**config.mk**
```make
export PLATFORM = sky130hd
export DESIGN_NAME = modbus_tx_frame_ctrl
export DESIGN_NICKNAME = d
export VERILOG_FILES = /design/src/rtl/modbus_tx_frame_ctrl.sv
export SDC_FILE = /design/constraint.sdc
export NUM_CORES = 1
export LEC_CHECK = 0
export ABC_AREA = 1
export CAP_MARGIN = 40
export CORE_ASPECT_RATIO = 2
export CORE_MARGIN = 2
export CORE_UTILIZATION = 48
export DETAILED_ROUTE_END_ITERATION = 8
export PLACE_DENSITY = 0.77
export SKIP_CTS_REPAIR_TIMING = 1
export SYNTH_ARGS = -nofsm -noshare
export SYNTH_HDL_FRONTEND = slang
export SYNTH_SLANG_ARGS = --single-unit
```
**constraint.sdc**
```tcl
create_clock -name clk_in -period 3.9 [get_ports clk_in]
set_input_delay 0.39 -clock clk_in [delete_from_list [all_inputs] [get_ports clk_in]]
set_output_delay 0.39 -clock clk_in [all_outputs]
set_load 0.01 [all_outputs]
```
**src/rtl/modbus_tx_frame_ctrl.sv**
```systemverilog
// Modbus RTU response framer: streams frame-buffer bytes into the UART byte transmitter, then holds the 3.5-char silence.
// Define MODBUS_TX_CRC_APPEND_EN to accumulate the CRC-16 and append it (low byte first) after the payload.
module modbus_tx_frame_ctrl #(
  parameter int unsigned CLK_FREQ  = 50000000,
  parameter int unsigned BAUD_RATE = 9600,
  parameter int unsigned ADDR_W    = 8
) (
  input  logic              clk_in,
  input  logic              rst_n_in,
  input  logic              frame_start,
  input  logic [ADDR_W-1:0] frame_len,
  output logic [ADDR_W-1:0] buf_rd_addr,
  input  logic [7:0]        buf_rd_data,
  output logic              tx_start,
  output logic [7:0]        tx_data,
  input  logic              tx_state,
  input  logic              tx_done,
  output logic              busy,
  output logic              frame_done,
  output logic [15:0]       crc_out
);

  // Slow lines use 38.5 bit times; fast lines use the fixed 1.75 ms floor.
  localparam logic [31:0] GAP_CYC = (BAUD_RATE <= 32'd19200) ?
                                    32'((CLK_FREQ / BAUD_RATE) * 77 / 2) :
                                    32'(CLK_FREQ / 1000000 * 1750);

`ifdef MODBUS_TX_CRC_APPEND_EN
  typedef enum logic [3:0] {IDLE, FETCH, LOAD, START, WAIT, CRC_LO, CRC_HI, GAP, DONE} state_t;
  typedef enum logic [1:0] {PH_PAY, PH_LO, PH_HI} phase_t;
`else
  typedef enum logic [3:0] {IDLE, FETCH, LOAD, START, WAIT, GAP, DONE} state_t;
`endif

  state_t            state_q, state_d;
  logic [ADDR_W-1:0] len_q, len_d;
  logic [ADDR_W-1:0] addr_q, addr_d;
  logic [7:0]        tx_data_q, tx_data_d;
  logic [31:0]       gap_cnt_q, gap_cnt_d;
  logic              st_cnt_q, st_cnt_d;
  logic              seen_q, seen_d;
  logic              busy_q, frame_done_q, tx_start_q;
  logic [ADDR_W:0]   nxt_idx;
  logic              more_bytes;

`ifdef MODBUS_TX_CRC_APPEND_EN
  logic [15:0] crc_q, crc_d;
  logic [15:0] crc_out_q, crc_out_d;
  phase_t      phase_q, phase_d;

  function automatic logic [15:0] crc16_byte(input logic [15:0] c, input logic [7:0] b);
    logic [15:0] r;
    r = c ^ {8'h00, b};
    for (int k = 0; k < 8; k++) begin
      r = r[0] ? ((r >> 1) ^ 16'hA001) : (r >> 1);
    end
    return r;
  endfunction
`endif

  assign nxt_idx    = {1'b0, addr_q} + {{ADDR_W{1'b0}}, 1'b1};
  assign more_bytes = (nxt_idx < {1'b0, len_q});

  always_comb begin
    state_d   = state_q;
    len_d     = len_q;
    addr_d    = addr_q;
    tx_data_d = tx_data_q;
    gap_cnt_d = gap_cnt_q;
    // Handshake trackers only live inside START; cleared everywhere else so each byte starts fresh.
    st_cnt_d  = (state_q == START);
    seen_d    = (state_q == START) && (seen_q || tx_state);
`ifdef MODBUS_TX_CRC_APPEND_EN
    crc_d     = crc_q;
    crc_out_d = crc_out_q;
    phase_d   = phase_q;
`endif
    case (state_q)
      IDLE: begin
        if (frame_start && (frame_len != '0)) begin
          len_d   = frame_len;
          addr_d  = '0;
          state_d = FETCH;
`ifdef MODBUS_TX_CRC_APPEND_EN
          crc_d   = 16'hFFFF;
          phase_d = PH_PAY;
`endif
        end
      end
      FETCH: state_d = LOAD;
      LOAD: begin
        tx_data_d = buf_rd_data;
`ifdef MODBUS_TX_CRC_APPEND_EN
        crc_d     = crc16_byte(crc_q, buf_rd_data);
`endif
        state_d   = START;
      end
      START: begin
        // Two cycles minimum high so the transmitter's synchroniser cannot miss the edge.
        if (st_cnt_q && (seen_q || tx_state)) state_d = WAIT;
      end
      WAIT: begin
        if (tx_done) begin
          gap_cnt_d = '0;
`ifdef MODBUS_TX_CRC_APPEND_EN
          case (phase_q)
            PH_PAY: begin
              if (more_bytes) begin
                addr_d  = nxt_idx[ADDR_W-1:0];
                state_d = FETCH;
              end else begin
                state_d = CRC_LO;
              end
            end
            PH_LO:   state_d = CRC_HI;
            default: state_d = GAP;
          endcase
`else
          if (more_bytes) begin
            addr_d  = nxt_idx[ADDR_W-1:0];
            state_d = FETCH;
          end else begin
            state_d = GAP;
          end
`endif
        end
      end
`ifdef MODBUS_TX_CRC_APPEND_EN
      CRC_LO: begin
        tx_data_d = crc_q[7:0];
        phase_d   = PH_LO;
        state_d   = START;
      end
      CRC_HI: begin
        tx_data_d = crc_q[15:8];
        phase_d   = PH_HI;
        state_d   = START;
      end
`endif
      GAP: begin
        if ((gap_cnt_q + 32'd1) >= GAP_CYC) begin
          state_d = DONE;
`ifdef MODBUS_TX_CRC_APPEND_EN
          crc_out_d = crc_q;
`endif
        end else begin
          gap_cnt_d = gap_cnt_q + 32'd1;
        end
      end
      DONE:    state_d = IDLE;
      default: state_d = IDLE;
    endcase
  end

  always_ff @(posedge clk_in or negedge rst_n_in) begin
    if (!rst_n_in) begin
      state_q      <= IDLE;
      len_q        <= '0;
      addr_q       <= '0;
      tx_data_q    <= '0;
      gap_cnt_q    <= '0;
      st_cnt_q     <= 1'b0;
      seen_q       <= 1'b0;
      busy_q       <= 1'b0;
      frame_done_q <= 1'b0;
      tx_start_q   <= 1'b0;
`ifdef MODBUS_TX_CRC_APPEND_EN
      crc_q        <= 16'hFFFF;
      crc_out_q    <= 16'hFFFF;
      phase_q      <= PH_PAY;
`endif
    end else begin
      state_q      <= state_d;
      len_q        <= len_d;
      addr_q       <= addr_d;
      tx_data_q    <= tx_data_d;
      gap_cnt_q    <= gap_cnt_d;
      st_cnt_q     <= st_cnt_d;
      seen_q       <= seen_d;
      // Outputs are registered from the next state so they line up with it and never glitch.
      busy_q       <= (state_d != IDLE) && (state_d != DONE);
      frame_done_q <= (state_d == DONE);
      tx_start_q   <= (state_d == START);
`ifdef MODBUS_TX_CRC_APPEND_EN
      crc_q        <= crc_d;
      crc_out_q    <= crc_out_d;
      phase_q      <= phase_d;
`endif
    end
  end

  assign buf_rd_addr = addr_q;
  assign tx_data     = tx_data_q;
  assign tx_start    = tx_start_q;
  assign busy        = busy_q;
  assign frame_done  = frame_done_q;
`ifdef MODBUS_TX_CRC_APPEND_EN
  assign crc_out     = crc_out_q;
`else
  assign crc_out     = 16'hFFFF;
`endif

endmodule

```
==> metrics.csv, run 1 <==
metric;value;unit
status;completed;
num ports;56;
Avg WL per Cell;14.2;um
final hold viol count;0;
CTS H-tree depth;3;
later-pin clock latency in the skew report;0.33;ns
Max Cap Violations;0;
Yosys reg bits;65;
Req. time, crit path;4.17;ns
sequential share of power;0.387;
Min-Delay Path Class;input port to asynchronous set/reset pin;
final max-slew violation count;0;
CTS Buf Count;9;
CTS Buffer Depth;2;
Post-DP HPWL;7.84;mm
Syn Std Cell Area;3970;um^2
final setup TNS;0;ns
Pint;1.54;mW
Mapped Avg Cell Area;7.04;um^2
reg-to-reg startpoint;gap_cnt_q[0];
slowest CP cell;nand4_1;
startpoint types;flip-flop;
fin crit period;3.11;ns
fin util;0.591;
Area Growth Syn to Fin;19.2;%
final instance area;4730;um^2
final setup vio count;0;
Detailed Routing Iterations Pass 1;5;
crit-path max cell delay;0.41;ns
Layout Skew;0.00482;ns
Die Footprint;9050;um^2
synth unique cells;29;
flop-to-flop setup slack;0.79;ns
Pwr Density;432;nW/um^2
Crit Path Max Fanout;42;
critical-path cell list;ha_1, nand2_1, nor2_2, nand2_2, nor2_4, nand2_1, nand2_1, nand2_1, nor2_1, nand2_1, nor2_1, nand4_1, nand2_2, buf_4, nand3_1, nand2_1;
Core Rows;46;
clock power share;0.457;
GP Congestion;0.961;
largest net degree at the start of global routing;43;
chip height;133;um
R2R cell count;16;
first-pass GRT wire length;16.8;mm
crit end category;flip-flop;
DR vias;3674;
WP data arrival;3.39;ns
total gr overflow;0;
CTS tree;built;
post-route ant nets;0;
Max-slew headroom;0.465;
GRT Resource Usage Total;0.247;
initial antenna violation count;0;
final net count;638;
Diodes inserted;0;
cell mode on critical path;nand2_1;
Reg clk slew, reported paths;0.06;ns
most frequent cells in the layout;nand2_1 (167), nor2_1 (92), inv_1 (71);
sequential area share after synthesis;0.410;
largest delay contributor family on the critical path;simple AND/OR/NAND/NOR gates;
die width;68.3;um
highest clock rate;0.321;GHz
Post-Synthesis Cells;563;
Comb power frac;0.157;
setup repair after global routing missed its margin;false;
share of layout cells above drive strength 1;0.0701;
clock sinks;65;
kind of critical path;flip-flop to flip-flop;
most common cell after layout, fill and taps aside;nand2_1;
Ys Warns;0;
P_sw;0.501;mW
final worst path period share;0.798;
sw frac;0.246;
Worst Tran Pin Value;0.803;ns
# DRC;0;
clk root buf;clkbuf_16;
core area;8000;um^2
vias in the first global route;3777;
maximum VDD drop;370;uV
starting DRC count in detailed routing;271;
reg-to-reg endpoint;gap_cnt_q[17];
leakage power total;2.25;nW
fillers;742;
final WL;10.1;mm
drt via density;5.18;
Placement Cell Area;4380;um^2
Initial Util;0.496;
CP bufs+invs;1;
Port Buf Inserts;39;
==> routing by layer <==
| layer | GRT usage | part of all wire | vias up |
|---|---|---|---|
| li1 | - | - | 1820 |
| met1 | 0.257 | 0.36 | 1691 |
| met2 | 0.426 | 0.55 | 115 |
| met3 | 0.0442 | 0.030 | 48 |
| met4 | 0.168 | 0.063 | 0 |
| met5 | 0 | 0 | - |
==> cells by family (layout without fill, tap and decap cells) <==
kind of cell	count (synthesis)	after routing	share of synthesized area
AND/OR/NAND/NOR	332	332	0.347
buffers and inverters	96	131	0.111
flip-flops	65	65	0.410
AO/OA/AOI/OAI	39	39	0.0518
XOR/XNOR	12	12	0.0265
adder cells (fa/ha/maj)	9	9	0.0284
multiplexers	8	8	0.0227
other	2	17	0.00189
==> synthesized netlist by cell type <==
| library cell | number | area share |
|---|---|---|
| inv_1 | 71 | 0.067 |
| nor2_1 | 92 | 0.087 |
| conb_1 | 2 | 0.0019 |
| nor4_1 | 2 | 0.0032 |
| nand2_1 | 167 | 0.16 |
| o31ai_1 | 1 | 0.0019 |
| o22ai_1 | 3 | 0.0047 |
| inv_2 | 2 | 0.0019 |
| nand4_1 | 8 | 0.013 |
| dfrtp_1 | 65 | 0.41 |
| nor2_2 | 8 | 0.013 |
| o21ai_1 | 10 | 0.013 |
| nor2_4 | 1 | 0.0028 |
| nand3_1 | 46 | 0.058 |
| buf_6 | 2 | 0.0057 |
| clkbuf_1 | 2 | 0.0019 |
| xor2_1 | 12 | 0.027 |
| a31oi_1 | 1 | 0.0016 |
| ha_1 | 9 | 0.028 |
| mux2_2 | 8 | 0.023 |
| o211ai_1 | 1 | 0.0019 |
| nand2_2 | 3 | 0.0047 |
| buf_4 | 17 | 0.032 |
| o21ai_0 | 18 | 0.023 |
| nor3_2 | 1 | 0.0025 |
| and2_1 | 1 | 0.0016 |
| nor3_1 | 3 | 0.0038 |
| buf_2 | 2 | 0.0025 |
| a21oi_1 | 5 | 0.0063 |
==> registers in the layout, summed over array words and instances (netlist names), 4 cells and up <==
signal and count:
len_q 8, gap_cnt_q 32, state_q 4, tx_data 8, buf_rd_addr 8
==> power groups by stage <==
stage | Combinational (mW) | Clock [mW] | Sequential [mW]
floorplan | 0.141 | 0 | 0.818
global placement | 0.312 | 0 | 0.797
detailed placement | 0.320 | 0 | 0.799
CTS | 0.325 | 0.942 | 0.789
global route | 0.350 | 0.974 | 0.799
finish | 0.320 | 0.932 | 0.789
==> per-stage QoR <==
| stage | hold WS [ns] | cells | setup slack (ns) | power (mW) |
|---|---|---|---|---|
| CTS | 0.173 | 709 | 0.798 | 2.06 |
| global placement | 0.489 | 693 | 0.814 | 1.11 |
| global route | 0.210 | 709 | 0.485 | 2.12 |
| detailed placement | 0.491 | 693 | 0.819 | 1.12 |
| finish | 0.141 | 709 | 0.787 | 2.04 |
| floorplan | 0.0944 | 578 | 1.45 | 0.959 |
==> worst max path at each step <==
stage,from,endpoint,slack [ns],cells past startpoint
floorplan,buf_rd_addr[2],buf_rd_addr[0],1.45,14
global placement,gap_cnt_q[1],gap_cnt_q[2],0.81,16
detailed placement,gap_cnt_q[0],gap_cnt_q[17],0.82,16
CTS,gap_cnt_q[0],gap_cnt_q[17],0.80,16
global route,gap_cnt_q[1],gap_cnt_q[17],0.48,16
finish,gap_cnt_q[0],gap_cnt_q[17],0.79,16
==> layout make-up <==
| cell class | instances | area (um^2) | share of cell area |
|---|---|---|---|
| multi-input combinational | 417 | 1950 | 0.413 |
| sequential | 65 | 1630 | 0.344 |
| timing repair buffer | 42 | 408 | 0.0863 |
| inverter | 73 | 274 | 0.0580 |
| clock buffer | 9 | 225 | 0.0477 |
| tap | 96 | 120 | 0.0254 |
| clock inverter | 7 | 119 | 0.0252 |
(Power assumes the default switching activity.)
==> run 2: changes to the inputs <==
--- a/config.mk
+++ b/config.mk
@@ -11,7 +11,7 @@
 export CORE_MARGIN = 2
 export CORE_UTILIZATION = 48
 export DETAILED_ROUTE_END_ITERATION = 8
-export PLACE_DENSITY = 0.77
+export PLACE_DENSITY = 0.79
 export SKIP_CTS_REPAIR_TIMING = 1
 export SYNTH_ARGS = -nofsm -noshare
 export SYNTH_HDL_FRONTEND = slang
==> constraint.sdc (replaced) <==
create_clock -name clk_in -period 2.8 [get_ports clk_in]
set_input_delay 0.28 -clock clk_in [delete_from_list [all_inputs] [get_ports clk_in]]
set_output_delay 0.28 -clock clk_in [all_outputs]
set_load 0.01 [all_outputs]
==> run 2 against run 1 <==
Routed wire length is 4.2% higher. Power is 32% higher. Clock power is 22% higher.
==> metrics.csv, run 2 (synthesis results as in run 1) <==
metric;value;unit;change
post-route ant nets;0;;unchanged
clock power share;0.422;;was 0.457
fin crit period;2.69;ns;was 3.11 ns
clock sinks;65;;unchanged
clk root buf;clkbuf_16;;unchanged
final setup TNS;0;ns;unchanged
Reg clk slew, reported paths;0.06;ns;about the same
Crit Path Max Fanout;5;;was 42
Met1 Routed Length;3.42;mm;was 3.60 mm
Top reg by flops;gap_cnt_q;;unchanged
final worst path period share;0.961;;was 0.798
Max-slew headroom;0.450;;was 0.465
DR WL met3;363;um;was 301 um
most frequent cells in the layout;nand2_1 (166), nor2_1 (88), inv_1 (70);;was nand2_1 (167), nor2_1 (92), inv_1 (71)
Avg WL per Cell;14.7;um;was 14.2 um
final setup vio count;0;;unchanged
final max-slew violation count;0;;unchanged
initial antenna violation count;0;;unchanged
# DRC;0;;unchanged
GRT Resource Usage Total;0.257;;was 0.247
num ports;56;;unchanged
Core Rows;46;;unchanged
fin util;0.604;;was 0.591
Initial Util;0.496;;unchanged
Port Buf Inserts;39;;unchanged
highest clock rate;0.372;GHz;was 0.321 GHz
CTS Buffer Depth;2;;unchanged
Diodes inserted;0;;unchanged
crit end category;flip-flop;;unchanged
P_sw;0.703;mW;was 0.501 mW
Pint;2.00;mW;was 1.54 mW
first-pass GRT wire length;17.2;mm;was 16.8 mm
Pwr Density;559;nW/um^2;was 432 nW/um^2
final instance area;4830;um^2;was 4730 um^2
Min-Delay Path Class;input port to asynchronous set/reset pin;;unchanged
maximum VDD drop;611;uV;was 370 uV
met2 routed WL;5.94;mm;was 5.53 mm
Die Footprint;9050;um^2;unchanged
Setup WS pre-CTS;0.103;ns;was 0.819 ns
Layout Skew;0.00421;ns;was 0.00482 ns
sequential share of power;0.407;;was 0.387
GP Congestion;0.949;;was 0.961
Comb power frac;0.172;;was 0.157
CTS tree;built;;unchanged
final WL;10.5;mm;was 10.1 mm
WP data arrival;2.90;ns;was 3.39 ns
status;completed;;unchanged
final hold viol count;0;;unchanged
total gr overflow;0;;unchanged
CTS Buf Count;9;;unchanged
leakage power total;2.28;nW;was 2.25 nW
vias in the first global route;3800;;was 3777
final net count;644;;was 638
Area Growth Syn to Fin;21.8;%;was 19.2%
most common cell after layout, fill and taps aside;nand2_1;;unchanged
worst-case hold slack;0.0356;ns;was 0.141 ns
Post-DP HPWL;8.08;mm;was 7.84 mm
Top Layer Used;met4;;unchanged
CTS H-tree depth;3;;unchanged
startpoint types;flip-flop;;unchanged
largest net degree at the start of global routing;38;;was 43
Req. time, crit path;3.01;ns;was 4.17 ns
die width;68.3;um;unchanged
later-pin clock latency in the skew report;0.34;ns;was 0.33 ns
max reg flops;32;;unchanged
Placement Cell Area;4420;um^2;was 4380 um^2
Max Cap Violations;0;;unchanged
Worst Tran Pin Value;0.825;ns;was 0.803 ns
starting DRC count in detailed routing;209;;was 271
final setup margin;0.110;ns;was 0.787 ns
drt via density;5.19;;was 5.18
DR vias;3713;;was 3674
share of layout cells above drive strength 1;0.100;;was 0.0701
chip height;133;um;unchanged
sw frac;0.260;;was 0.246
kind of critical path;flip-flop to flip-flop;;unchanged
core area;8000;um^2;unchanged
Detailed Routing Iterations Pass 1;5;;unchanged
run 2: power groups by stage:
stage | clock [mW] | sequential [mW] | combinational [mW]
2_1_floorplan | 0 | 1.14 | 0.196
3_3_place_gp | 0 | 1.11 | 0.438
3_5_place_dp | 0 | 1.12 | 0.453
4_1_cts | 1.15 | 1.10 | 0.456
5_1_grt | 1.20 | 1.11 | 0.508
6_report | 1.14 | 1.10 | 0.463
run 2: path summary, 6_finish.rpt:
kind                             endpoint      startpoint  cells after the start  slack, ns
max                        buf_rd_addr[7]  buf_rd_addr[1]                     14       0.11
min                        buf_rd_addr[1]        rst_n_in                      1       0.04
max reg2reg                buf_rd_addr[7]  buf_rd_addr[1]                     14       0.11
min reg2reg                      len_q[0]        len_q[0]                      2       0.49
max in group asynchronous   gap_cnt_q[29]        rst_n_in                      2       1.95
min in group clk_in              len_q[0]        len_q[0]                      2       0.49
run 2: per-stage QoR:
step | total power [mW] | std cells
after CTS | 2.71 | 713
final | 2.70 | 715
after floorplan | 1.34 | 578
after global placement | 1.55 | 697
after detailed placement | 1.57 | 697
after global routing | 2.82 | 715
run 2: cell type report:
| class | instances | area [um^2] |
|---|---|---|
| clock buffer | 10 | 239 |
| tap | 96 | 120 |
| timing repair buffer | 48 | 469 |
| inverter | 73 | 274 |
| multi-input combinational | 417 | 2030 |
| sequential | 65 | 1630 |
| clock inverter | 6 | 67.6 |
| fill | 691 | 3170 |
run 2: critical path, stage by stage, from the launching register on:
cell	delay (ns)
dfrtp_1	0.43
ha_4	0.18
nand3_2	0.10
nor2_2	0.15
nand2_1	0.08
xor2_1	0.18
inv_1	0.07
ha_1	0.30
a21oi_2	0.18
o211ai_1	0.12
a21oi_2	0.16
nand4_1	0.24
buf_4	0.24
nand3_1	0.06
o21ai_0	0.09
run 2: per-layer routing:
layer / up-vias / track usage
met5: - / 0
met4: 0 / 0.180
met3: 55 / 0.0553
met2: 103 / 0.458
met1: 1723 / 0.242
li1: 1832 / -
==> run 3: changes to the inputs <==
--- a/config.mk
+++ b/config.mk
@@ -7,11 +7,11 @@
 export LEC_CHECK = 0
 export ABC_AREA = 1
 export CAP_MARGIN = 40
-export CORE_ASPECT_RATIO = 2
+export CORE_ASPECT_RATIO = 0.9
 export CORE_MARGIN = 2
 export CORE_UTILIZATION = 48
 export DETAILED_ROUTE_END_ITERATION = 8
-export PLACE_DENSITY = 0.79
+export PLACE_DENSITY = 0.74
 export SKIP_CTS_REPAIR_TIMING = 1
 export SYNTH_ARGS = -nofsm -noshare
 export SYNTH_HDL_FRONTEND = slang
==> run 3 against run 2 <==
First-iteration DRC count rose by 2.9%. Register-to-register slack better by 0.15 ns. Sequential share of layout area increased by 1.4 points. Clock power down 37%.
==> metrics.csv, run 3 (synthesis results as in run 1) <==
metric;value;unit;change
vias in the first global route;3371;;was 3800
later-pin clock latency in the skew report;0.35;ns;was 0.34 ns
final max-slew violation count;0;;unchanged
Post-Layout Cell Count;718;;was 715
starting DRC count in detailed routing;215;;was 209
Critical Path Start;buf_rd_addr[0];;was buf_rd_addr[1]
slowest CP cell;dfrtp_1;;unchanged
total gr overflow;0;;unchanged
fillers;793;;was 691
crit end category;flip-flop;;unchanged
placed cell count;699;;was 697
Max Cap Violations;0;;unchanged
status;completed;;unchanged
critical-path cell list;ha_1, nand3_1, nor2_2, nand2_1, xor2_1, inv_1, ha_1, a21oi_1, o211ai_1, a21oi_1, nand4_1, buf_4, nand3_1, o21ai_0;;was ha_4, nand3_2, nor2_2, nand2_1, xor2_1, inv_1, ha_1, a21oi_2, o211ai_1, a21oi_2, nand4_1, buf_4, nand3_1, o21ai_0
clock sinks;65;;unchanged
most common cell after layout, fill and taps aside;nand2_1;;unchanged
Pwr Density;484;nW/um^2;was 559 nW/um^2
GP Congestion;0.891;;was 0.949
Core Rows;31;;was 46
final setup margin;0.259;ns;was 0.110 ns
Port Buf Inserts;39;;unchanged
chip height;90.2;um;was 133 um
Setup WS pre-CTS;0.199;ns;was 0.103 ns
final net count;644;;unchanged
DR vias;3584;;was 3713
Layout Skew;0.0125;ns;was 0.00421 ns
flop-to-flop setup slack;0.26;ns;was 0.11 ns
CTS Buf Count;9;;unchanged
Reg clk slew, reported paths;0.08;ns;was 0.06 ns
post-route ant nets;0;;unchanged
Post-DP HPWL;6.70;mm;was 8.08 mm
Top reg by flops;gap_cnt_q;;unchanged
Die Footprint;9000;um^2;was 9050 um^2
Diodes inserted;0;;unchanged
Final Total Pwr;2.24;mW;was 2.70 mW
CTS H-tree depth;3;;unchanged
reg-to-reg startpoint;buf_rd_addr[0];;was buf_rd_addr[1]
WP data arrival;2.76;ns;was 2.90 ns
fin crit period;2.54;ns;was 2.69 ns
largest delay contributor family on the critical path;simple AND/OR/NAND/NOR gates;;unchanged
first-pass GRT wire length;14.9;mm;was 17.2 mm
Area Growth Syn to Fin;16.9;%;was 21.8%
drt via density;4.99;;was 5.19
Initial Util;0.494;;was 0.496
Crit Path Max Fanout;8;;was 5
largest net degree at the start of global routing;43;;was 38
Req. time, crit path;3.02;ns;was 3.01 ns
final setup TNS;0;ns;unchanged
maximum VDD drop;451;uV;was 611 uV
initial antenna violation count;0;;unchanged
final instance area;4640;um^2;was 4830 um^2
most frequent cells in the layout;nand2_1 (167), nor2_1 (91), inv_1 (71);;was nand2_1 (166), nor2_1 (88), inv_1 (70)
clk root buf;clkbuf_8;;was clkbuf_16
CP bufs+invs;2;;unchanged
kind of critical path;flip-flop to flip-flop;;unchanged
highest clock rate;0.394;GHz;was 0.372 GHz
leakage power total;2.23;nW;was 2.28 nW
max reg flops;32;;unchanged
share of layout cells above drive strength 1;0.0808;;was 0.100
Detailed Routing Iterations Pass 1;5;;unchanged
final setup vio count;0;;unchanged
num ports;56;;unchanged
final worst path period share;0.907;;was 0.961
crit-path max cell delay;0.41;ns;was 0.43 ns
CTS Buffer Depth;2;;unchanged
Min-Delay Path Class;input port to asynchronous set/reset pin;;unchanged
final WL;8.74;mm;was 10.5 mm
CTS tree;built;;unchanged
core area;8030;um^2;was 8000 um^2
startpoint types;flip-flop;;unchanged
Placement Cell Area;4420;um^2;about the same
# DRC;0;;unchanged
GRT Resource Usage Total;0.205;;was 0.257
Avg WL per Cell;12.2;um;was 14.7 um
final hold viol count;0;;unchanged
die width;99.8;um;was 68.3 um
## run 3: path summary, 6_finish.rpt
kind	end	cells after the start
setup / recovery	buf_rd_addr[6]	14
hold reg to reg	len_q[0]	2
min in group clk_in	len_q[0]	3
max in group asynchronous	gap_cnt_q[25]	3
hold / removal	buf_rd_addr[5]	2
setup reg to reg	buf_rd_addr[6]	14
## run 3: area by class of cell
type                    instances  area, um^2  share of cell area
multi-input cells             417        1970               0.424
flip-flops and latches         65        1630               0.351
repair buffers                 48         468               0.101
inverters                      73         274              0.0591
clock buffers                   9         124              0.0267
well taps                      99         124              0.0267
clock inverters                 7        53.8              0.0116
## run 3: per-stage QoR
stage | hold slack (ns) | util
final | 0.344 | 0.578
after global routing | 0.355 | 0.578
after CTS | -0.208 | 0.573
after detailed placement | 0.183 | 0.551
after global placement | 0.185 | 0.551
after floorplan | -0.0156 | -
## run 3: power by group
| part | leakage, nW | internal, mW | switching [mW] |
|---|---|---|---|
| combinational | 1.27 | 0.227 | 0.200 |
| sequential | 0.871 | 1.05 | 0.0451 |
| clock | 0.0939 | 0.328 | 0.395 |
## run 3: per-layer routing
layer,vias to the layer above,track usage,share of wire
met2,104,0.334,0.48
met1,1642,0.264,0.45
li1,1826,-,-
met5,-,0,0
met4,0,0.0639,0.018
met3,12,0.0560,0.054
